$ cat src/rtl/vedic_pkg.sv
// vedic_pkg: shared constants, stage-valid type and width check for the Vedic multipliers
package vedic_pkg;
    localparam int LEAF_WIDTH = 8;
    localparam int MUL_LATENCY = 3;
    typedef logic [MUL_LATENCY-1:0] stage_vld_t;
    function automatic bit is_valid_width(input int w);
        return w >= 8 && w <= 64 && (w & (w - 1)) == 0;
    endfunction
endpackage

$ cat src/rtl/vedic_mul_core.sv
// vedic_mul_core: combinational unsigned WxW Urdhva-Tiryagbhyam multiplier, recursive down to an 8x8 leaf
module vedic_mul_core
    import vedic_pkg::*;
#(
    parameter int W = 8
) (
    input  logic [W-1:0]   a,
    input  logic [W-1:0]   b,
    output logic [2*W-1:0] p
);
    if (W < LEAF_WIDTH) begin : g_direct
        assign p = {{W{1'b0}}, a} * {{W{1'b0}}, b};
    end else if (W == LEAF_WIDTH) begin : g_leaf
        logic [$clog2(LEAF_WIDTH):0] col;
        // vertical-crosswise: sum each anti-diagonal column, then weight it by its position
        always_comb begin
            p = '0;
            col = '0;
            for (int k = 0; k < 2*W-1; k++) begin
                col = '0;
                for (int i = 0; i < W; i++)
                    for (int j = 0; j < W; j++)
                        if (i + j == k) col = col + ($clog2(LEAF_WIDTH)+1)'(a[i] & b[j]);
                p = p + ((2*W)'(col) << k);
            end
        end
    end else begin : g_rec
        localparam int H = W / 2;
        logic [W-1:0] ll, lh, hl, hh;
        vedic_mul_core #(.W(H)) u_ll (.a(a[H-1:0]), .b(b[H-1:0]), .p(ll));
        vedic_mul_core #(.W(H)) u_lh (.a(a[H-1:0]), .b(b[W-1:H]), .p(lh));
        vedic_mul_core #(.W(H)) u_hl (.a(a[W-1:H]), .b(b[H-1:0]), .p(hl));
        vedic_mul_core #(.W(H)) u_hh (.a(a[W-1:H]), .b(b[W-1:H]), .p(hh));
        assign p = {hh, ll} + (((2*W)'(lh) + (2*W)'(hl)) << H);
    end
endmodule

$ cat src/rtl/vedic_mul_pipe.sv
// vedic_mul_pipe: 3-stage streaming Vedic multiplier with signed/unsigned mode, tag and valid/ready
module vedic_mul_pipe
    import vedic_pkg::*;
#(
    parameter int WIDTH = 16,
    parameter int TAG_WIDTH = 4
) (
    input  logic                 clk,
    input  logic                 rst,
    input  logic                 in_valid,
    output logic                 in_ready,
    input  logic [WIDTH-1:0]     in_a,
    input  logic [WIDTH-1:0]     in_b,
    input  logic                 in_signed,
    input  logic [TAG_WIDTH-1:0] in_tag,
    output logic                 out_valid,
    input  logic                 out_ready,
    output logic [2*WIDTH-1:0]   out_y,
    output logic [TAG_WIDTH-1:0] out_tag
);
    localparam int H = WIDTH / 2;

    if (!is_valid_width(WIDTH) || TAG_WIDTH < 1) begin : g_bad_param
        $error("vedic_mul_pipe: WIDTH must be a power of two in 8..64 and TAG_WIDTH >= 1");
    end

    stage_vld_t vld;
    logic en;
    logic [WIDTH-1:0] a_mag, b_mag, s1_a, s1_b;
    logic [WIDTH-1:0] ll, lh, hl, hh, s2_ll, s2_lh, s2_hl, s2_hh;
    logic [2*WIDTH-1:0] sum, y;
    logic [TAG_WIDTH-1:0] s1_tag, s2_tag;
    logic s1_neg, s2_neg;

    // the whole pipe freezes as one while the output beat is blocked
    assign en = out_ready | ~out_valid;
    assign in_ready = en;
    assign out_valid = vld[MUL_LATENCY-1];

    assign a_mag = (in_signed & in_a[WIDTH-1]) ? -in_a : in_a;
    assign b_mag = (in_signed & in_b[WIDTH-1]) ? -in_b : in_b;

    vedic_mul_core #(.W(H)) u_ll (.a(s1_a[H-1:0]),     .b(s1_b[H-1:0]),     .p(ll));
    vedic_mul_core #(.W(H)) u_lh (.a(s1_a[H-1:0]),     .b(s1_b[WIDTH-1:H]), .p(lh));
    vedic_mul_core #(.W(H)) u_hl (.a(s1_a[WIDTH-1:H]), .b(s1_b[H-1:0]),     .p(hl));
    vedic_mul_core #(.W(H)) u_hh (.a(s1_a[WIDTH-1:H]), .b(s1_b[WIDTH-1:H]), .p(hh));

    // magnitude product always fits 2*WIDTH bits, so no carry out is kept
    assign sum = {s2_hh, s2_ll} + (((2*WIDTH)'(s2_lh) + (2*WIDTH)'(s2_hl)) << H);
    assign y = s2_neg ? -sum : sum;

    always_ff @(posedge clk) begin
        if (rst) begin
            vld <= '0;
            s1_a <= '0;
            s1_b <= '0;
            s1_neg <= 1'b0;
            s1_tag <= '0;
            s2_ll <= '0;
            s2_lh <= '0;
            s2_hl <= '0;
            s2_hh <= '0;
            s2_neg <= 1'b0;
            s2_tag <= '0;
            out_y <= '0;
            out_tag <= '0;
        end else if (en) begin
            vld <= {vld[MUL_LATENCY-2:0], in_valid};
            s1_a <= a_mag;
            s1_b <= b_mag;
            s1_neg <= in_signed & (in_a[WIDTH-1] ^ in_b[WIDTH-1]);
            s1_tag <= in_tag;
            s2_ll <= ll;
            s2_lh <= lh;
            s2_hl <= hl;
            s2_hh <= hh;
            s2_neg <= s1_neg;
            s2_tag <= s1_tag;
            out_y <= y;
            out_tag <= s2_tag;
        end
    end
endmodule

$ cat config.mk
export PLATFORM = sky130hd
export DESIGN_NAME = vedic_mul_pipe
export DESIGN_NICKNAME = d
export VERILOG_FILES = /design/src/rtl/vedic_pkg.sv /design/src/rtl/vedic_mul_core.sv /design/src/rtl/vedic_mul_pipe.sv
export SDC_FILE = /design/constraint.sdc
export NUM_CORES = 1
export LEC_CHECK = 0
export ABC_AREA = 1
export CORE_MARGIN = 8
export CORE_UTILIZATION = 40
export DETAILED_ROUTE_END_ITERATION = 12
export MAX_ROUTING_LAYER = met4
export PLACE_DENSITY = 0.64
export SLEW_MARGIN = 20
export SYNTH_ARGS = -nofsm -noshare
export SYNTH_HDL_FRONTEND = slang
export SYNTH_SLANG_ARGS = --single-unit
$ cat constraint.sdc
create_clock -name clk -period 6.8 [get_ports clk]
set_clock_uncertainty 0.1 [all_clocks]
set_input_delay 1.02 -clock clk [delete_from_list [all_inputs] [get_ports clk]]
set_output_delay 1.02 -clock clk [all_outputs]
set_load 0.01 [all_outputs]
* After elaboration in Yosys (flattened, before gate mapping)
Cells that the tools add are included.
Storage, ports and cells: bits in registers 145, word-level logic and storage cells 535
Cells by class: bitwise operators 262, muxes and demuxes 3, add/sub/neg operators 257
Operators by type and width (number):
- $add A4 B4 Y4 | 188
- $and A1 B1 Y1 | 259
- $add A16 B15 Y16 | 12
- $add A16 B10 Y16 | 4
- $add A16 B11 Y16 | 4
- $add A16 B12 Y16 | 4
- $add A16 B13 Y16 | 4
- $add A16 B14 Y16 | 4
- $add A16 B16 Y16 | 4
- $add A16 B6 Y16 | 4
- $add A16 B7 Y16 | 4
- $add A16 B8 Y16 | 4
- $add A16 B9 Y16 | 4
- $add A32 B25 Y32 | 1
- $mux W16 | 2
- $mux W32 | 1
- $neg A16 Y16 | 2
- $neg A32 Y32 | 1
- $add A4 B5 Y6 | 4
- $add A16 B16 Y17 | 1
- $add A1 B1 Y2 | 8
- $not A1 Y1 | 1
- $or A1 B1 Y1 | 1
- $xor A1 B1 Y1 | 1

* Depth between registers and ports, before layout
Gate-level depths: netlist (run 1).
depth after elaboration 16, gate-level depth with buffers 30, depth with buffers taken out 30

* Cells and area by module
A second synthesis (run 1) with hierarchy kept.
Second synthesis, totals: cells, all modules 2732, area total of the unflattened synthesis 18093.6 sq um
Modules (own cells, without submodules):
- vedic_mul_pipe | instances 1, area each 8531.9 sq um, cells an instance 1268
- vedic_mul_core at u_hh ... | instances 2, area each 2389.8 sq um, cells an instance 366
- vedic_mul_core at u_lh | instances 1, area each 2394.8 sq um, cells an instance 366
- vedic_mul_core at u_ll | instances 1, area each 2387.3 sq um, cells an instance 366

* Worst setup path after synthesis (run 1)
Ideal clock, no wire load.
path type register to register, from register s1_a[7], to register s2_ll[15], arrival 5.397 ns, buffers on the path 2, setup slack 1.187 ns, stages on the path, launching flop included 28, setup time 0.116 ns, data required time 6.584 ns, path through dfxtp_1 > clkbuf_1 > clkbuf_1 > nand2_1 > fa_1 > fa_1 > fa_1 > inv_1 > ha_1 > nand2_1 > inv_1 > o21ai_0 > fa_1 > fa_1 > inv_1 > ha_1 > a21oi_1 > o21ai_0 > a21oi_1 > o21ai_0 > nand2_1 > nand2_1 > nand2_1 > nand2_1 > a21oi_1 > o21ai_0 > o211ai_1 > inv_1
Between the ends: word-level cells in the longest chain between the ends 10, elaborated cells on any way between the ends 23, those cells by class 15 x add/sub; 8 x bitwise
RTL lines:
- from (decl) | line vedic_mul_pipe.sv:29 | logic [WIDTH-1:0] a_mag, b_mag, s1_a, s1_b;
- from (signal assigned) | line vedic_mul_pipe.sv:69 | s1_a <= a_mag;
- $and A1 B1 Y1 | line vedic_mul_core.sv:23 | if (i + j == k) col = col + ($clog2(LEAF_WIDTH)+1)'(a[i] & b[j]);
- $add A4 B4 Y4 | line vedic_mul_core.sv:23
- $add A16 B11 Y16 | line vedic_mul_core.sv:24 | p = p + ((2*W)'(col) << k);
- $add A16 B12 Y16 | line vedic_mul_core.sv:24
- $add A16 B13 Y16 | line vedic_mul_core.sv:24
- $add A16 B14 Y16 | line vedic_mul_core.sv:24
- $add A16 B15 Y16 | line vedic_mul_core.sv:24
- $add A16 B16 Y16 | line vedic_mul_core.sv:24
- $add A16 B15 Y16 | line vedic_mul_core.sv:24
- $add A16 B15 Y16 (*) | line vedic_mul_core.sv:24
- to (signal assigned) | line vedic_mul_pipe.sv:73 | s2_ll <= ll;
- to (decl) | line vedic_mul_pipe.sv:30 | logic [WIDTH-1:0] ll, lh, hl, hh, s2_ll, s2_lh, s2_hl, s2_hh;
Mark *: on every way between the ends. The rest lies on a longest branch, timed or not. A chain may end at the register's enable or synchronous reset.

* Worst setup path in the final report (run 1)
from register s1_a[14], to register s2_hh[14]
Between the ends: word-level cells in the longest chain between the ends 11, elaborated cells on any way between the ends 31, those cells by class 23 x add/sub; 8 x bitwise
RTL lines:
- $and A1 B1 Y1 | line vedic_mul_core.sv:23
- $add A4 B4 Y4 | line vedic_mul_core.sv:23
- $add A16 B10 Y16 or $add A4 B4 Y4 (tied branches) | line vedic_mul_core.sv:24, vedic_mul_core.sv:23
- $add A16 B11 Y16 | line vedic_mul_core.sv:24
- $add A16 B12 Y16 | line vedic_mul_core.sv:24
- $add A16 B13 Y16 | line vedic_mul_core.sv:24
- $add A16 B14 Y16 | line vedic_mul_core.sv:24
- $add A16 B15 Y16 | line vedic_mul_core.sv:24
- $add A16 B16 Y16 | line vedic_mul_core.sv:24
- $add A16 B15 Y16 (*) (2 in a row) | line vedic_mul_core.sv:24
- to (signal assigned) | line vedic_mul_pipe.sv:76 | s2_hh <= hh;
- to (decl) | line vedic_mul_pipe.sv:30
Marked as above.

==> results of run 1 <==
==> kinds of logic (layout without fill, tap and decap cells) <==
| kind of cell | after synthesis | after routing |
|---|---|---|
| xor gates and xnor gates | 91 | 91 |
| AOI/OAI and AO/OA | 373 | 373 |
| adders and majority gates | 358 | 358 |
| buffers and inverters | 683 | 716 |
| and+or+nand+nor | 883 | 883 |
| DFF | 145 | 145 |
==> per-layer routing <==
layer,vias up,global-route usage,wire length [um]
met5,-,-,0
met4,0,0.0677,1450
met3,79,0.0252,1880
met2,303,0.322,21500
met1,7165,0.242,21600
li1,7762,-,-
==> layout make-up <==
| class | count | area, sq um | share of cell area |
|---|---|---|---|
| Inverter | 570 | 2150 | 0.110 |
| Sequential cell | 145 | 2900 | 0.148 |
| Timing Repair Buffer | 114 | 1050 | 0.0537 |
| Clock inverter | 13 | 104 | 0.00530 |
| Tap cell | 592 | 741 | 0.0378 |
| Clock buffer | 19 | 443 | 0.0226 |
| Multi-Input combinational cell | 1705 | 12200 | 0.623 |
==> path summary, 6_finish.rpt <==
path / end / cells past startpoint
hold / removal: s1_neg$_SDFFE_PP0P_ / 2
setup / recovery: s2_hh[14]$_SDFFE_PP0P_ / 24
hold reg to reg: s1_neg$_SDFFE_PP0P_ / 2
setup reg to reg: s2_hh[14]$_SDFFE_PP0P_ / 24
==> where the power goes <==
part	switching [mW]	leakage [nW]	total [mW]	internal, mW
registers	0.0999	1.19	1.07	0.972
logic	1.01	10.1	1.66	0.648
clock network	0.436	0.259	0.919	0.483
total	1.55	11.5	3.65	2.10
==> per-stage QoR <==
| step | hold WS (ns) | util | instances | power, mW |
|---|---|---|---|---|
| after CTS | 0.365 | 0.446 | 3158 | 3.69 |
| after global routing | 0.408 | 0.446 | 3158 | 3.97 |
| after floorplan | 0.336 | - | 2533 | 2.24 |
| after global placement | 0.357 | 0.433 | 3126 | 2.72 |
| after detailed placement | 0.354 | 0.433 | 3126 | 2.75 |
| final | 0.366 | 0.446 | 3158 | 3.65 |
==> sequential cells by signal, summed over array words and instances (netlist names) <==
name     flops
s2_tag       4
s1_neg       1
s2_ll       16
out_y       32
vld          3
s2_hh       16
out_tag      4
s1_tag       4
s2_hl       16
s1_b        16
s1_a        16
s2_lh       16
s2_neg       1
==> worst max-delay path: stages, from the launching register on <==
cell      delay (ns)
dfxtp_1         0.59
buf_4           0.24
nand2_1         0.08
fa_1            0.50
fa_1            0.52
fa_1            0.55
inv_1           0.04
ha_1            0.22
fa_1            0.38
xor2_1          0.15
ha_1            0.27
inv_1           0.05
fa_1            0.53
inv_1           0.04
ha_1            0.34
a21oi_1         0.18
o21ai_0         0.13
nor2_1          0.13
nor2_1          0.06
o21ai_0         0.16
nand2_1         0.10
a21oi_1         0.13
o21ai_0         0.11
o211ai_1        0.09
inv_1           0.05
==> placed cells by master, fill, tap and decap left out, types with 5 or more instances in the layout <==
cell,n
buf_4,36
ha_1,202
o21bai_1,28
o21ai_0,159
nand3_1,58
clkdlybuf4s50_1,78
nor2_1,153
a21oi_1,125
nand2_2,18
inv_1,549
nor2_2,7
o211ai_1,22
clkbuf_16,17
inv_6,6
dfxtp_1,145
nand2_1,591
fa_1,156
nor2_4,5
nor3_1,16
xnor2_1,33
inv_2,17
o221ai_1,12
xor2_1,58
a31oi_1,10
nand4_1,13
==> impl_metrics.ini, run 1 <==
[hold_path]
hold_start = s1_neg$_SDFFE_PP0P_
hold_path_class = reg2reg

[global_route]
antenna_found_initial = 0
grt.total_usage = 0.194
first_global_vias = 15500
grt_max_degree = 90
grt_pass1_wl_um = 77700
grt_overflow = 0

[setup_path]
crit_path_end_kind = register
reg2reg_from = s1_a[14]$_SDFFE_PP0P_
required_ns = 7.05
path_class = reg2reg
arrival_ns = 6.09
startpoint = s1_a[14]$_SDFFE_PP0P_
r2r_slack_ns = 0.96
crit_path_max_fanout = 10
worst_setup_path_start_kind = register

[yosys]
syn_avg_cell_area_sq_um = 6.97
netlist_area_sq_mm = 0.0177
yosys.area.top_type = fa_1
synth_ff_type = dfxtp_1
async_flop_share = 0
synth_edf_count = 0
synthDistinctLibCells = 42
yosys.area_share.adder = 0.320
synth_most_common_cell = nand2_1
synth_top_cell_area_share = 0.177
syn-instance-count = 2533
synth-simple-area-share = 0.207
yosys-top-cells-count = nand2_1, inv_1, ha_1, o21ai_0, fa_1
synth_compound_area_frac = 0.118
yosysSeqAreaShare = 0.164
synth_seq_cells = 145
synthXorXnorAreaFrac = 0.0451
synthMuxAreaShare = 0
synth_area_leaders = fa_1, dfxtp_1, ha_1
ys_warn_count = 0
syn_nets = 2932
synth_top_family_by_area = adder cells

[clock_network]
cts_tree = done
post_cts_buffers = 0
cts_made_buffers = 17
clk_latency_ns = 0.46
clk_pin_slew_worst_paths_ns = 0.07
cts_max_level = 4
clock-root-buffer = clkbuf_16
clock-sinks = 145
cts_resized = 0
holdBufCountCts = 0
clockBufferDepth = 2

[power]
vdd_drop_max_mv = 0.223
power_density_mw_per_mm2 = 187
leakage_nw = 11.5

[detailed_routing]
drt_iter0_drc = 1015
drt-wirelength-per-cell_um = 14.7
routed-via-count = 15300
routed_via_density = 4.85
drt_wl_total_um = 46400
ant_nets = 0
drc_errors = 0
first_pass_iters = 7

[floorplanning]
die_h_um = 226
num_rows = 77
start_util = 0.402
core_area_sq_mm = 0.0439
die_area_sq_mm = 0.0511
io_pins = 79
die_x_um = 226

[timing]
setup_viol = 0
setup_ws_ns = 0.964
tightest_slew_ns = 1.00
period_minus_slack_ns = 5.84
grt_setup_unrepaired = no
fmax_mhz = 171
min_period_over_period = 0.858
slew_violations = 0
hold_violations = 0
fin_setup_tns_ns = 0
relSlewSlack = 0.331

[cells_and_area]
areaGrowthSynthToFinish_pct = 10.9
drive_above_1_share = 0.0518
nets = 2952
diodes = 0
stdcell_area_sq_mm = 0.0196
fillers = 4474

[place]
globalplace.congestion = 0.903
pre_cts_ws_ns = 1.02
hpwl_um = 37300
io_buffers = 78
postPlaceCellArea_sq_mm = 0.0190

[status]
status = completed

[job]
cap_violations = 0
Note: power is estimated with default switching activity, not from simulation.
==> run 2: changes to the inputs <==
--- a/config.mk
+++ b/config.mk
@@ -15,3 +15,4 @@
 export SYNTH_ARGS = -nofsm -noshare
 export SYNTH_HDL_FRONTEND = slang
 export SYNTH_SLANG_ARGS = --single-unit
+export TNS_END_PERCENT = 50
==> results of run 2 <==
Same layout as run 1: the final DEF is identical, and so are final timing and power.
==> run 3: changes to the inputs <==
--- a/config.mk
+++ b/config.mk
@@ -7,10 +7,10 @@
 export LEC_CHECK = 0
 export ABC_AREA = 1
 export CORE_MARGIN = 8
-export CORE_UTILIZATION = 40
+export CORE_UTILIZATION = 63
 export DETAILED_ROUTE_END_ITERATION = 12
 export MAX_ROUTING_LAYER = met4
-export PLACE_DENSITY = 0.64
+export PLACE_DENSITY = 0.8
 export SLEW_MARGIN = 20
 export SYNTH_ARGS = -nofsm -noshare
 export SYNTH_HDL_FRONTEND = slang
==> constraint.sdc (replaced) <==
create_clock -name clk -period 6 [get_ports clk]
set_clock_uncertainty 0.1 [all_clocks]
set_input_delay 0.9 -clock clk [delete_from_list [all_inputs] [get_ports clk]]
set_output_delay 0.9 -clock clk [all_outputs]
set_load 0.01 [all_outputs]
==> run 3 against run 2 <==
Against the previous run: total power increased by 19%; critical endpoint is now s2_ll[14]$_SDFFE_PP0P_; final cell count is 6.5% lower; sequential cell count stayed put; largest power group unchanged; sequential share of layout area up 0.054 points; core utilization up 26 points; clock power up 33%.
==> impl_metrics.ini, run 3 (synthesis gave the netlist of run 1 again) <==
[setup_path]
arrival_ns = 5.90
r2r_slack_ns = 0.33
cpMaxStageDelayCell = fa_1
crit_path_end_kind = register
path_class = reg2reg
required_ns = 6.23
worst_setup_path_start_kind = register
crit_path_max_fanout = 9
cp_slowest_stage_delay_ns = 0.55
crit_path_frequent_cell = nand2_1

[place]
dp_cells = 2921
io_buffers = 78
hpwl_um = 34600
globalplace.congestion = 0.930

[timing]
grt_setup_unrepaired = yes
fmax_mhz = 176
period_minus_slack_ns = 5.67
fin_setup_tns_ns = 0
slew_violations = 0
tightest_slew_ns = 0.962
setup_viol = 0
min_period_over_period = 0.944
relSlewSlack = 0.358
hold_violations = 0

[clock_network]
clk_pin_slew_worst_paths_ns = 0.07
cts_max_level = 4
clock-sinks = 145
holdBufCountCts = 0
cts_made_buffers = 17
cts_tree = done
clockBufferDepth = 2
cts_resized = 0
clock-root-buffer = clkbuf_16
clk_latency_ns = 0.44
post_cts_buffers = 0

[floorplanning]
io_pins = 79
num_rows = 61
start_util = 0.638
die_x_um = 183
die_h_um = 183
core_area_sq_mm = 0.0277
die_area_sq_mm = 0.0337

[detailed_routing]
drt-wirelength-per-cell_um = 15.0
ant_nets = 0
first_pass_iters = 8
drc_errors = 0
routed_via_density = 5.35
drt_wl_total_um = 44300
drt_iter0_drc = 1190
routed-via-count = 15800

[cells_and_area]
final_cells = 2953
final_cell_mix = nand2_1, inv_1, ha_1
final_common_cell = nand2_1
diodes = 0
top_register = out_y
largest_reg_flops = 32
fillers = 2355
drive_above_1_share = 0.0590
areaGrowthSynthToFinish_pct = 10.7
nets = 2961

[power]
leakage_nw = 11.7
power_density_mw_per_mm2 = 222
vdd_drop_max_mv = 0.205

[global_route]
antenna_found_initial = 0
grt.total_usage = 0.282
grt_pass1_wl_um = 75400
grt_max_degree = 147
grt_overflow = 0
first_global_vias = 16000

[job]
cap_violations = 0

[status]
status = completed

[hold_path]
hold_path_class = reg2reg
[run 3: through the flow]
step | power (mW) | cell area, sq um | util | setup slack, ns | hold slack [ns]
CTS | 4.34 | 19500 | 0.705 | 0.266 | 0.364
global placement | 3.04 | 18900 | 0.681 | 0.409 | 0.350
finish | 4.34 | 19600 | 0.706 | 0.333 | 0.362
detailed placement | 3.10 | 18900 | 0.681 | 0.323 | 0.354
global route | 4.64 | 19600 | 0.706 | 0.000667 | 0.388
floorplan | 2.54 | 17700 | - | 0.387 | 0.336
[run 3: worst paths after layout]
kind,cells past startpoint,end,start
worst max-delay path,25,s2_ll[14]$_SDFFE_PP0P_,s1_b[0]$_SDFFE_PP0P_
worst min-delay path,2,s1_neg$_SDFFE_PP0P_,s1_neg$_SDFFE_PP0P_
worst max register to register,25,s2_ll[14]$_SDFFE_PP0P_,s1_b[0]$_SDFFE_PP0P_
worst min register to register,2,s1_neg$_SDFFE_PP0P_,s1_neg$_SDFFE_PP0P_
[run 3: where the power goes]
| part | switching (mW) | internal [mW] | leakage [nW] |
|---|---|---|---|
| registers | 0.114 | 1.10 | 1.20 |
| logic | 1.16 | 0.744 | 10.1 |
| clock network | 0.480 | 0.741 | 0.325 |
| total | 1.75 | 2.59 | 11.7 |
[run 3: layout make-up]
type                    count  area, sq um  area share
multi-input cells        1705        12200       0.625
clock inverters            12          193     0.00986
clock buffers              20          467      0.0239
repair buffers            123         1140      0.0585
flip-flops and latches    145         2910       0.149
well taps                 378          473      0.0242
inverters                 570         2150       0.110
[run 3: layer usage]
metal | vias to the layer above | global-route usage | wire length (um)
met2 | 506 | 0.472 | 21000
met4 | 0 | 0.122 | 1730
li1 | 7763 | - | -
met1 | 7410 | 0.340 | 18900
met5 | - | - | 0
met3 | 114 | 0.0324 | 2630
[run 3: worst max-delay path: cells and delay by family (launching register included)]
kind / cells / cell delay [ns]
and+or+nand+nor: 7 / 0.53
AOI/OAI and AO/OA: 5 / 0.84
adders and majority gates: 7 / 3.15
buffers and inverters: 6 / 0.61
DFF: 1 / 0.34
